**src/rtl/cdb_arbiter.sv**
```systemverilog
// -----------------------------------------------------------------------------
// cdb_arbiter
//
// Purpose:
//   Shares the N_CDB common-data-bus broadcast slots among all functional
//   units that want to complete in the current cycle. Grants are computed
//   combinationally from the request vector and registered arbitration state,
//   so a requester learns in the same cycle whether it owns a slot.
//
//   Requesters are ranked into one candidate list:
//     1. starved requesters (denied STARVE_LIMIT cycles in a row), by index
//     2. priority-class requesters (PRIO_MASK=1), in rotation order from rr_ptr
//     3. all other requesters, in the same rotation order
//   Slot k receives the k-th candidate. The rotation pointer advances past the
//   requester placed in the highest filled slot, and per-requester saturating
//   counters bound how long anyone can be denied.
//
// Ports:
//   clock        in   system clock
//   reset        in   asynchronous active-low reset
//   flush        in   synchronous squash: no grants this cycle, state cleared
//   req          in   [NUM_REQ]         requester i wants a slot this cycle
//   gnt_bus      out  [N_CDB][NUM_REQ]  gnt_bus[k] one-hot owner of slot k, or 0
//   granted      out  [NUM_REQ]         OR of gnt_bus over all slots
//   stall        out  [NUM_REQ]         req & ~granted (backpressure)
//   num_granted  out  [clog2(N_CDB+1)]  number of filled slots
//   rr_ptr       out  [clog2(NUM_REQ)]  current rotation start
// -----------------------------------------------------------------------------
module cdb_arbiter #(
  parameter int                 N_CDB        = 2,
  parameter int                 NUM_REQ      = 6,
  parameter logic [NUM_REQ-1:0] PRIO_MASK    = 6'b110000,
  parameter int                 STARVE_LIMIT = 3
) (
  input  logic                          clock,
  input  logic                          reset,
  input  logic                          flush,
  input  logic [NUM_REQ-1:0]            req,
  output logic [N_CDB-1:0][NUM_REQ-1:0] gnt_bus,
  output logic [NUM_REQ-1:0]            granted,
  output logic [NUM_REQ-1:0]            stall,
  output logic [$clog2(N_CDB+1)-1:0]    num_granted,
  output logic [$clog2(NUM_REQ)-1:0]    rr_ptr
);

  localparam int PW = $clog2(NUM_REQ);
  localparam int SW = $clog2(STARVE_LIMIT + 1);
  localparam int GW = $clog2(N_CDB + 1);
  // Sort key: 2-bit class in the MSBs, rank within the class below it.
  localparam int KW = PW + 2;

  localparam logic [1:0] CLS_STARVED = 2'd0;
  localparam logic [1:0] CLS_PRIO    = 2'd1;
  localparam logic [1:0] CLS_OTHER   = 2'd2;

  // Distance of requester idx from the rotation start, modulo NUM_REQ.
  function automatic logic [PW-1:0] f_rot_dist(input int idx, input logic [PW-1:0] ptr);
    int p;
    p = int'(ptr);
    return PW'((idx >= p) ? (idx - p) : (idx + NUM_REQ - p));
  endfunction

  // Saturating increment of a starvation counter.
  function automatic logic [SW-1:0] f_sat_inc(input logic [SW-1:0] cnt);
    return (cnt == SW'(STARVE_LIMIT)) ? cnt : cnt + 1'b1;
  endfunction

  // Registered arbitration state
  logic [PW-1:0]              r_rr_ptr;
  logic [NUM_REQ-1:0][SW-1:0] r_starve_cnt;

  // Combinational arbitration
  logic [NUM_REQ-1:0]            w_starved;
  logic [KW-1:0]                 w_key [NUM_REQ];
  logic [PW-1:0]                 w_pos [NUM_REQ];
  logic [N_CDB-1:0][NUM_REQ-1:0] w_gnt;
  logic [NUM_REQ-1:0]            w_granted;
  logic [GW-1:0]                 w_num;
  logic [PW-1:0]                 w_last;
  logic [PW-1:0]                 w_last_pos;
  logic                          w_any;
  logic                          w_live;
  logic [PW-1:0]                 w_next_ptr;

  // Every requester gets a unique sort key: indices are unique inside the
  // starved class and rotation distances are unique inside the other two.
  always_comb begin
    for (int i = 0; i < NUM_REQ; i++) begin
      w_starved[i] = req[i] && (r_starve_cnt[i] == SW'(STARVE_LIMIT));
      if (w_starved[i]) begin
        w_key[i] = {CLS_STARVED, PW'(i)};
      end else if (PRIO_MASK[i]) begin
        w_key[i] = {CLS_PRIO, f_rot_dist(i, r_rr_ptr)};
      end else begin
        w_key[i] = {CLS_OTHER, f_rot_dist(i, r_rr_ptr)};
      end
    end
  end

  // Position in the candidate list = number of active requesters ranked ahead.
  always_comb begin
    for (int i = 0; i < NUM_REQ; i++) begin
      w_pos[i] = '0;
      for (int j = 0; j < NUM_REQ; j++) begin
        if (j != i && req[j] && (w_key[j] < w_key[i])) begin
          w_pos[i] = w_pos[i] + 1'b1;
        end
      end
    end
  end

  // Slot k goes to the requester at list position k; positions past the last
  // slot simply receive nothing, which caps the fill at min(N_CDB, popcount).
  always_comb begin
    w_gnt = '0;
    for (int k = 0; k < N_CDB; k++) begin
      for (int i = 0; i < NUM_REQ; i++) begin
        if (k < NUM_REQ) begin
          w_gnt[k][i] = req[i] && (w_pos[i] == PW'(k));
        end
      end
    end
  end

  always_comb begin
    w_granted = '0;
    for (int k = 0; k < N_CDB; k++) begin
      w_granted = w_granted | w_gnt[k];
    end
  end

  // Fill count and the owner of the highest filled slot (largest position).
  always_comb begin
    w_num      = '0;
    w_any      = 1'b0;
    w_last     = '0;
    w_last_pos = '0;
    for (int i = 0; i < NUM_REQ; i++) begin
      if (w_granted[i]) begin
        w_num = w_num + 1'b1;
        if (!w_any || (w_pos[i] > w_last_pos)) begin
          w_last     = PW'(i);
          w_last_pos = w_pos[i];
        end
        w_any = 1'b1;
      end
    end
  end

  assign w_next_ptr = (w_last == PW'(NUM_REQ - 1)) ? '0 : w_last + 1'b1;

  // Outputs are gated directly by reset so they drop the moment reset asserts,
  // not at the next clock edge.
  assign w_live      = reset && !flush;
  assign gnt_bus     = w_live ? w_gnt : '0;
  assign granted     = w_live ? w_granted : '0;
  assign num_granted = w_live ? w_num : '0;
  assign stall       = reset ? (req & ~granted) : '0;
  assign rr_ptr      = r_rr_ptr;

  // State update
  always_ff @(posedge clock or negedge reset) begin
    if (!reset) begin
      r_rr_ptr     <= '0;
      r_starve_cnt <= '0;
    end else if (flush) begin
      r_rr_ptr     <= '0;
      r_starve_cnt <= '0;
    end else begin
      if (w_any) begin
        r_rr_ptr <= w_next_ptr;
      end
      for (int i = 0; i < NUM_REQ; i++) begin
        if (req[i] && !w_granted[i]) begin
          r_starve_cnt[i] <= f_sat_inc(r_starve_cnt[i]);
        end else begin
          r_starve_cnt[i] <= '0;
        end
      end
    end
  end

  // Structural invariants of the grant outputs
  a_granted_subset : assert property (@(posedge clock) disable iff (!reset)
    (granted & ~req) == '0);
  a_stall_disjoint : assert property (@(posedge clock) disable iff (!reset)
    (stall & granted) == '0);
  a_num_bound      : assert property (@(posedge clock) disable iff (!reset)
    num_granted <= GW'(N_CDB));

  for (genvar k = 0; k < N_CDB; k++) begin : g_slot_chk
    a_slot_onehot : assert property (@(posedge clock) disable iff (!reset)
      $onehot0(gnt_bus[k]));
  end

endmodule

```
**config.mk**
```make
export PLATFORM = sky130hd
export DESIGN_NAME = cdb_arbiter
export DESIGN_NICKNAME = d
export VERILOG_FILES = /design/src/rtl/cdb_arbiter.sv
export SDC_FILE = /design/constraint.sdc
export NUM_CORES = 1
export LEC_CHECK = 0
export ABC_CLOCK_PERIOD_IN_PS = 9450
export BUFFER_PORTS_ARGS = -buffer_cell sky130_fd_sc_hd__buf_2
export CORE_MARGIN = 3
export CORE_UTILIZATION = 57
export CTS_CLUSTER_SIZE = 24
export DETAILED_ROUTE_END_ITERATION = 16
export PLACE_DENSITY = 0.8
export SLEW_MARGIN = 10
export SYNTH_ARGS = -nofsm -noshare
export SYNTH_HDL_FRONTEND = slang
export SYNTH_SLANG_ARGS = --single-unit
```
**constraint.sdc**
```tcl
create_clock -name clock -period 9.45 [get_ports clock]
set_input_delay 0 -clock clock [delete_from_list [all_inputs] [get_ports clock]]
set_output_delay 0 -clock clock [all_outputs]
set_load 0.005 [all_outputs]
```
* Word level (Yosys, flattened, before mapping)
Index checks and enable logic that the tools add are counted.
** Cells by class
- Eq/ne operators :: 19
- Add/sub/neg operators :: 48
- Bitwise operators :: 3
- Reductions and logical operators :: 79
- Muxes and demuxes :: 93
- $lt $le $gt $ge :: 41
** Operator list (number)
- $mux W3 :: 50
- $add A3 B1 Y3 const B :: 25
- $lt A5 B5 Y1 :: 15
- $logic_and A1 B1 Y1 :: 55
- $lt A5 B4 Y1 :: 8
- $mux W2 :: 18
- $lt A4 B5 Y1 :: 5
- $mux W12 :: 2
- $add A2 B1 Y2 const B :: 11
- $mux W5 :: 4
- $eq A3 B1 Y1 const B :: 6
- $logic_not A3 Y1 :: 6
- $ne A3 B3 Y1 const B :: 6
- $gt A3 B3 Y1 :: 5
- $mux W1 :: 15
- $eq A2 B2 Y1 const B :: 6
- $logic_not A1 Y1 :: 12
- $mux W6 :: 2
- $sub A1 B3 Y3 const A :: 4
- $sub A2 B3 Y3 const A :: 4
- $sub A3 B3 Y3 const A :: 4
- $lt A4 B4 Y1 :: 2
- $mux W4 :: 2
- $and A6 B6 Y6 :: 1
- 8 further kinds :: 15
** Word-level totals
- Output and inout port bits :: 29
- Input bits :: 9
- Bits in registers :: 15

* Logic depth before layout (Yosys ltp)
- Depth after elaboration :: 42
- Depth in mapped cells :: 63
- Depth with buffers taken out :: 62

* Least setup slack after synthesis
OpenSTA, ideal clock, no wires.
- Path type :: reg-to-reg
- From :: register r_rr_ptr[0], in the netlist rr_ptr[0]
- To :: register r_rr_ptr[1], in the netlist rr_ptr[1]
- Clock period less this slack :: 10.295 ns
- Data arrival time :: 10.194 ns
- Path slack :: -0.845 ns
- Required time :: 9.349 ns
- Setup time :: 0.101 ns
- Stages on the path, launching flop included :: 61
- Path through :: dfrtp_1 clkbuf_1 inv_1 ha_1 a221oi_1 xnor2_1 or2_2 inv_1 ha_1 nor2b_1 o21ai_0 nand2b_1 a21oi_1 or2_2 inv_1 ha_1 xnor2_1 ha_1 [25 not listed] inv_1 ha_1 nor2b_1 o21a_1 o21ai_0 a21oi_1 inv_2 mux2i_1 ha_1 nor2b_1 o21a_1 o21ai_0 a21bo_1 a21oi_1 o21ai_1 ha_1 or3_1 o32ai_1
** On the way
- Longest elaborated chain between the ends :: 42
** Ends and longest elaborated chain
- start, declared :: line 69 : logic [PW-1:0] r_rr_ptr;
- start signal, assigned :: line 171 : r_rr_ptr <= w_next_ptr;
- $sub A3 B3 Y3 (tied with other cells) :: line 60 : return PW'((idx >= p) ? (idx - p) : (idx + NUM_REQ - p));
- $mux W3 :: line 60
- $mux W5 :: line 90 : if (w_starved[i]) begin
- $lt A5 B5 Y1 :: line 105 : if (j != i && req[j] && (w_key[j] < w_key[i])) begin
- $logic_and A1 B1 Y1 :: line 105
- $mux W1 :: line 105
- $add A3 B1 Y3 :: line 106 : w_pos[i] = w_pos[i] + 1'b1;
- $mux W3 :: line 105
- [26 not listed]
- $gt A3 B3 Y1 :: line 141 : if (!w_any || (w_pos[i] > w_last_pos)) begin
- $logic_or A1 B1 Y1 :: line 141
- $mux W3 :: line 141
- $mux W3 :: line 139 : if (w_granted[i]) begin
- $add A3 B1 Y3 or $eq A3 B3 Y1 (tied branches) :: line 150 : assign w_next_ptr = (w_last == PW'(NUM_REQ - 1)) ? '0 : w_last + 1'b1;
- $mux W3 :: line 150
- $mux W3 :: line 170 : if (w_any) begin
- $mux W3 :: line 166 : end else if (flush) begin
Several ways; a longest one is shown, not always the timed one. The select of a mux whose other input is x is not followed.
A chain may end at the register's enable or synchronous reset.

* Worst setup path in the final report
- From :: register r_rr_ptr[1], in the netlist rr_ptr[1]
- To :: register r_rr_ptr[0], in the netlist rr_ptr[0]
Same word-level chain as after synthesis.

==> flow_summary.json <==
{
  "reg2reg_slack_ns": -0.48,
  "core_area_um2": 7810,
  "critPathArrivalTime_ns": 10.09,
  "synth-main-ff-cell": "dfrtp_1",
  "holdCritStartpoint": "req[0]",
  "hold_violations": 0,
  "wl_per_cell_um": 20.1,
  "seq_area_um2": 379,
  "drive_above_1_share": 0.356,
  "start_kind": "register",
  "ys_async_sr_fraction": 1.00,
  "cts_num_sinks": 15,
  "synth_common_cells": "108 x ha_1, 66 x inv_1, 58 x nor2_1",
  "cp.required_ns": 9.61,
  "die_w_um": 96.1,
  "cts-buffers-inserted": 3,
  "multi_input_area_um2": 4440,
  "clock_path_buffers": 2,
  "dieArea_um2": 9240,
  "skew_ns": 0.0118,
  "clock_latency_ns": 0.27,
  "holdPathStages": 3,
  "reg2reg_to": "rr_ptr[0]",
  "finalWorstSetupSlack_ns": -0.484,
  "synth.distinct_cells": 72,
  "setup_viol": 3,
  "min_to": "r_starve_cnt[0]",
  "cp_max_fo": 6,
  "timing.final.crit_period_ns": 9.93,
  "dr.pass1.iters": 7,
  "post-route-period-util": 1.05,
  "grt_max_degree": 24,
  "reg2reg_from": "rr_ptr[1]",
  "clk_pin_slew_worst_paths_ns": 0.08,
  "drc": 0,
  "cpMaxStageDelayCell": "dfrtp_2",
  "finalMaxSlewViolations": 0,
  "synth_area_leader_cell": "ha_1",
  "syn_inst": 606,
  "io_buffers": 37,
  "via_per_inst": 6.39,
  "violations": "negative setup slack",
  "syn-mean-instance-area_um2": 7.64,
  "antenna_found_initial": 0,
  "reg2reg_depth": 57,
  "worst-path-buf-inv": 4,
  "start_util": 0.593,
  "dp_hpwl_um": 11500,
  "crit_family": "compound AO/OA/AOI/OAI gates",
  "final-instance-count-excl-fill": 863,
  "ios": 38,
  "synthMostInstantiatedCell": "ha_1",
  "num_rows": 32,
  "area_delta_synth_final_pct": 38.1,
  "synth_edf_count": 0,
  "syn_area_um2": 4630,
  "slew_headroom": 0.520,
  "grt_usage": 0.352,
  "place_inst": 803,
  "htree_levels": 1,
  "clockRootBuffer": "clkbuf_8",
  "insertedDiodeCount": 0,
  "synth_top_area_frac": 0.292,
  "grt_pass1_wl_um": 25500,
  "ant_nets": 0,
  "yosysSeqAreaShare": 0.0811,
  "dieHeight_um": 96.1,
  "status": "finished with violations",
  "yosysWarnings": 0,
  "cts_tree": "done",
  "crit_path_end_kind": "register",
  "vias": 5516,
  "cap_violations": 0,
  "synthTopCellsByArea": "ha_1 29%, dfrtp_1 8.1%, inv_1 5.4%, nor2_1 4.7%, xnor2_1 4.0%",
  "slowest_delay_ns": 0.49,
  "setup-tns-final_ns": -1.41,
  "critPathKind": "reg2reg",
  "drtIter0Drc": 636,
  "grt_pass1_vias": 5348,
  "grt-ovfl-total": 0,
  "hold_path_class": "in2reg",
  "nNetsFinal": 879,
  "ys_ff_latch": 15,
  "grt_setup_unrepaired": "true",
  "worst_pin_slew_ns": 0.717,
  "max_freq_mhz": 101,
  "fillers": 480,
  "place.gp.congestion": 0.911,
  "wirelength_um": 17400
}
-- flip-flops by register name (all words and copies together) (netlist names) --
register,count
r_starve_cnt,12
rr_ptr,3
-- worst reg2reg max path, delay by kind of cell, from the launching register on --
kind	cells	cell delay, ns
adders and majority gates	11	2.44
xor gates and xnor gates	3	0.37
buffers and inverters	4	0.27
and+or+nand+nor	15	1.78
muxes	4	1.18
DFF	1	0.49
AOI/OAI and AO/OA	20	3.26
-- per-stage QoR --
step	util	hold WS, ns	cell area, um^2	worst slack (ns)
after floorplan	-	-0.296	4820	0.000500
after global placement	0.710	-0.0262	5540	-0.218
after detailed placement	0.710	-0.00395	5540	-0.606
after CTS	0.794	0.157	6200	-0.160
after global routing	0.819	0.171	6390	-0.838
final	0.819	0.150	6390	-0.484
-- routing by layer --
layer | up-vias | global-route usage | wire length [um]
met4 | 0 | 0.180 | 1140
li1 | 2455 | - | -
met5 | - | 0 | 0
met3 | 130 | 0.0751 | 1650
met1 | 2532 | 0.411 | 6350
met2 | 399 | 0.601 | 8220
-- worst max path at each step --
stage                    from         to  slack, ns  depth (start not counted)
global route        rr_ptr[1]  rr_ptr[0]      -0.84                         58
global placement    rr_ptr[1]  rr_ptr[1]      -0.22                         57
floorplan           rr_ptr[0]  rr_ptr[1]     0.0005                         59
detailed placement  rr_ptr[1]  rr_ptr[1]      -0.61                         57
CTS                 rr_ptr[1]  rr_ptr[1]      -0.16                         58
finish              rr_ptr[1]  rr_ptr[0]      -0.48                         57
-- placed cells by master, fill, tap and decap left out, drive strengths merged, types with 3 or more instances in the layout --
cell type  Yosys  final
a211o          3      3
a211oi         4      4
a21boi         3      3
a21o           6      6
a21oi         29     29
a31o           3      3
a31oi          9      9
a32oi          3      3
and2          12     12
and3          12     12
and4           3      3
buf            7    157
clkbuf         5      4
conb           1      6
dfrtp         15     15
ha           108    108
inv           71     71
mux2           3      3
mux2i         15     15
nand2         45     45
nand2b        11     11
nand3         22     22
nand4         13     13
nor2          59     59
nor2b         14     14
nor3           4      4
o211ai         3      3
o21a          13     13
o21ai         23     23
o221ai         5      5
or2            8      8
or3            5      5
xnor2         23     23
xnor3          3      3
xor2          15     15
-- cell type report --
cell class	instances	area share
Clock buffer	4	0.00705
Inverter	73	0.0458
Multi-Input combinational cell	511	0.695
Sequential cell	15	0.0593
Timing Repair Buffer	158	0.173
Tap cell	102	0.0200
-- cell families (layout without fill, tap and decap cells) --
logic type / count (synthesis) / after routing / synth area share
and+or+nand+nor: 215 / 215 / 0.235
AOI/OAI and AO/OA: 123 / 123 / 0.186
adders and majority gates: 108 / 108 / 0.292
buffers and inverters: 85 / 235 / 0.0743
xor gates and xnor gates: 41 / 41 / 0.0897
muxes: 18 / 18 / 0.0414
DFF: 15 / 15 / 0.0811
other: 1 / 6 / 0.000810
-- repair_timing --
action | in CTS | in global routing
pin swaps | 46 | 15
gates resized for setup | 53 | 22
hold buffers | 1 | 0
hold endpoints to repair | 15 | 0
gates cloned | 0 | 0
setup endpoints to repair | 3 | 3
buffers inserted | 46 | 9
Power is left out: the tool's default activity adds up to more than one toggle a clock period on the data nets, which glitch-free logic cannot reach.
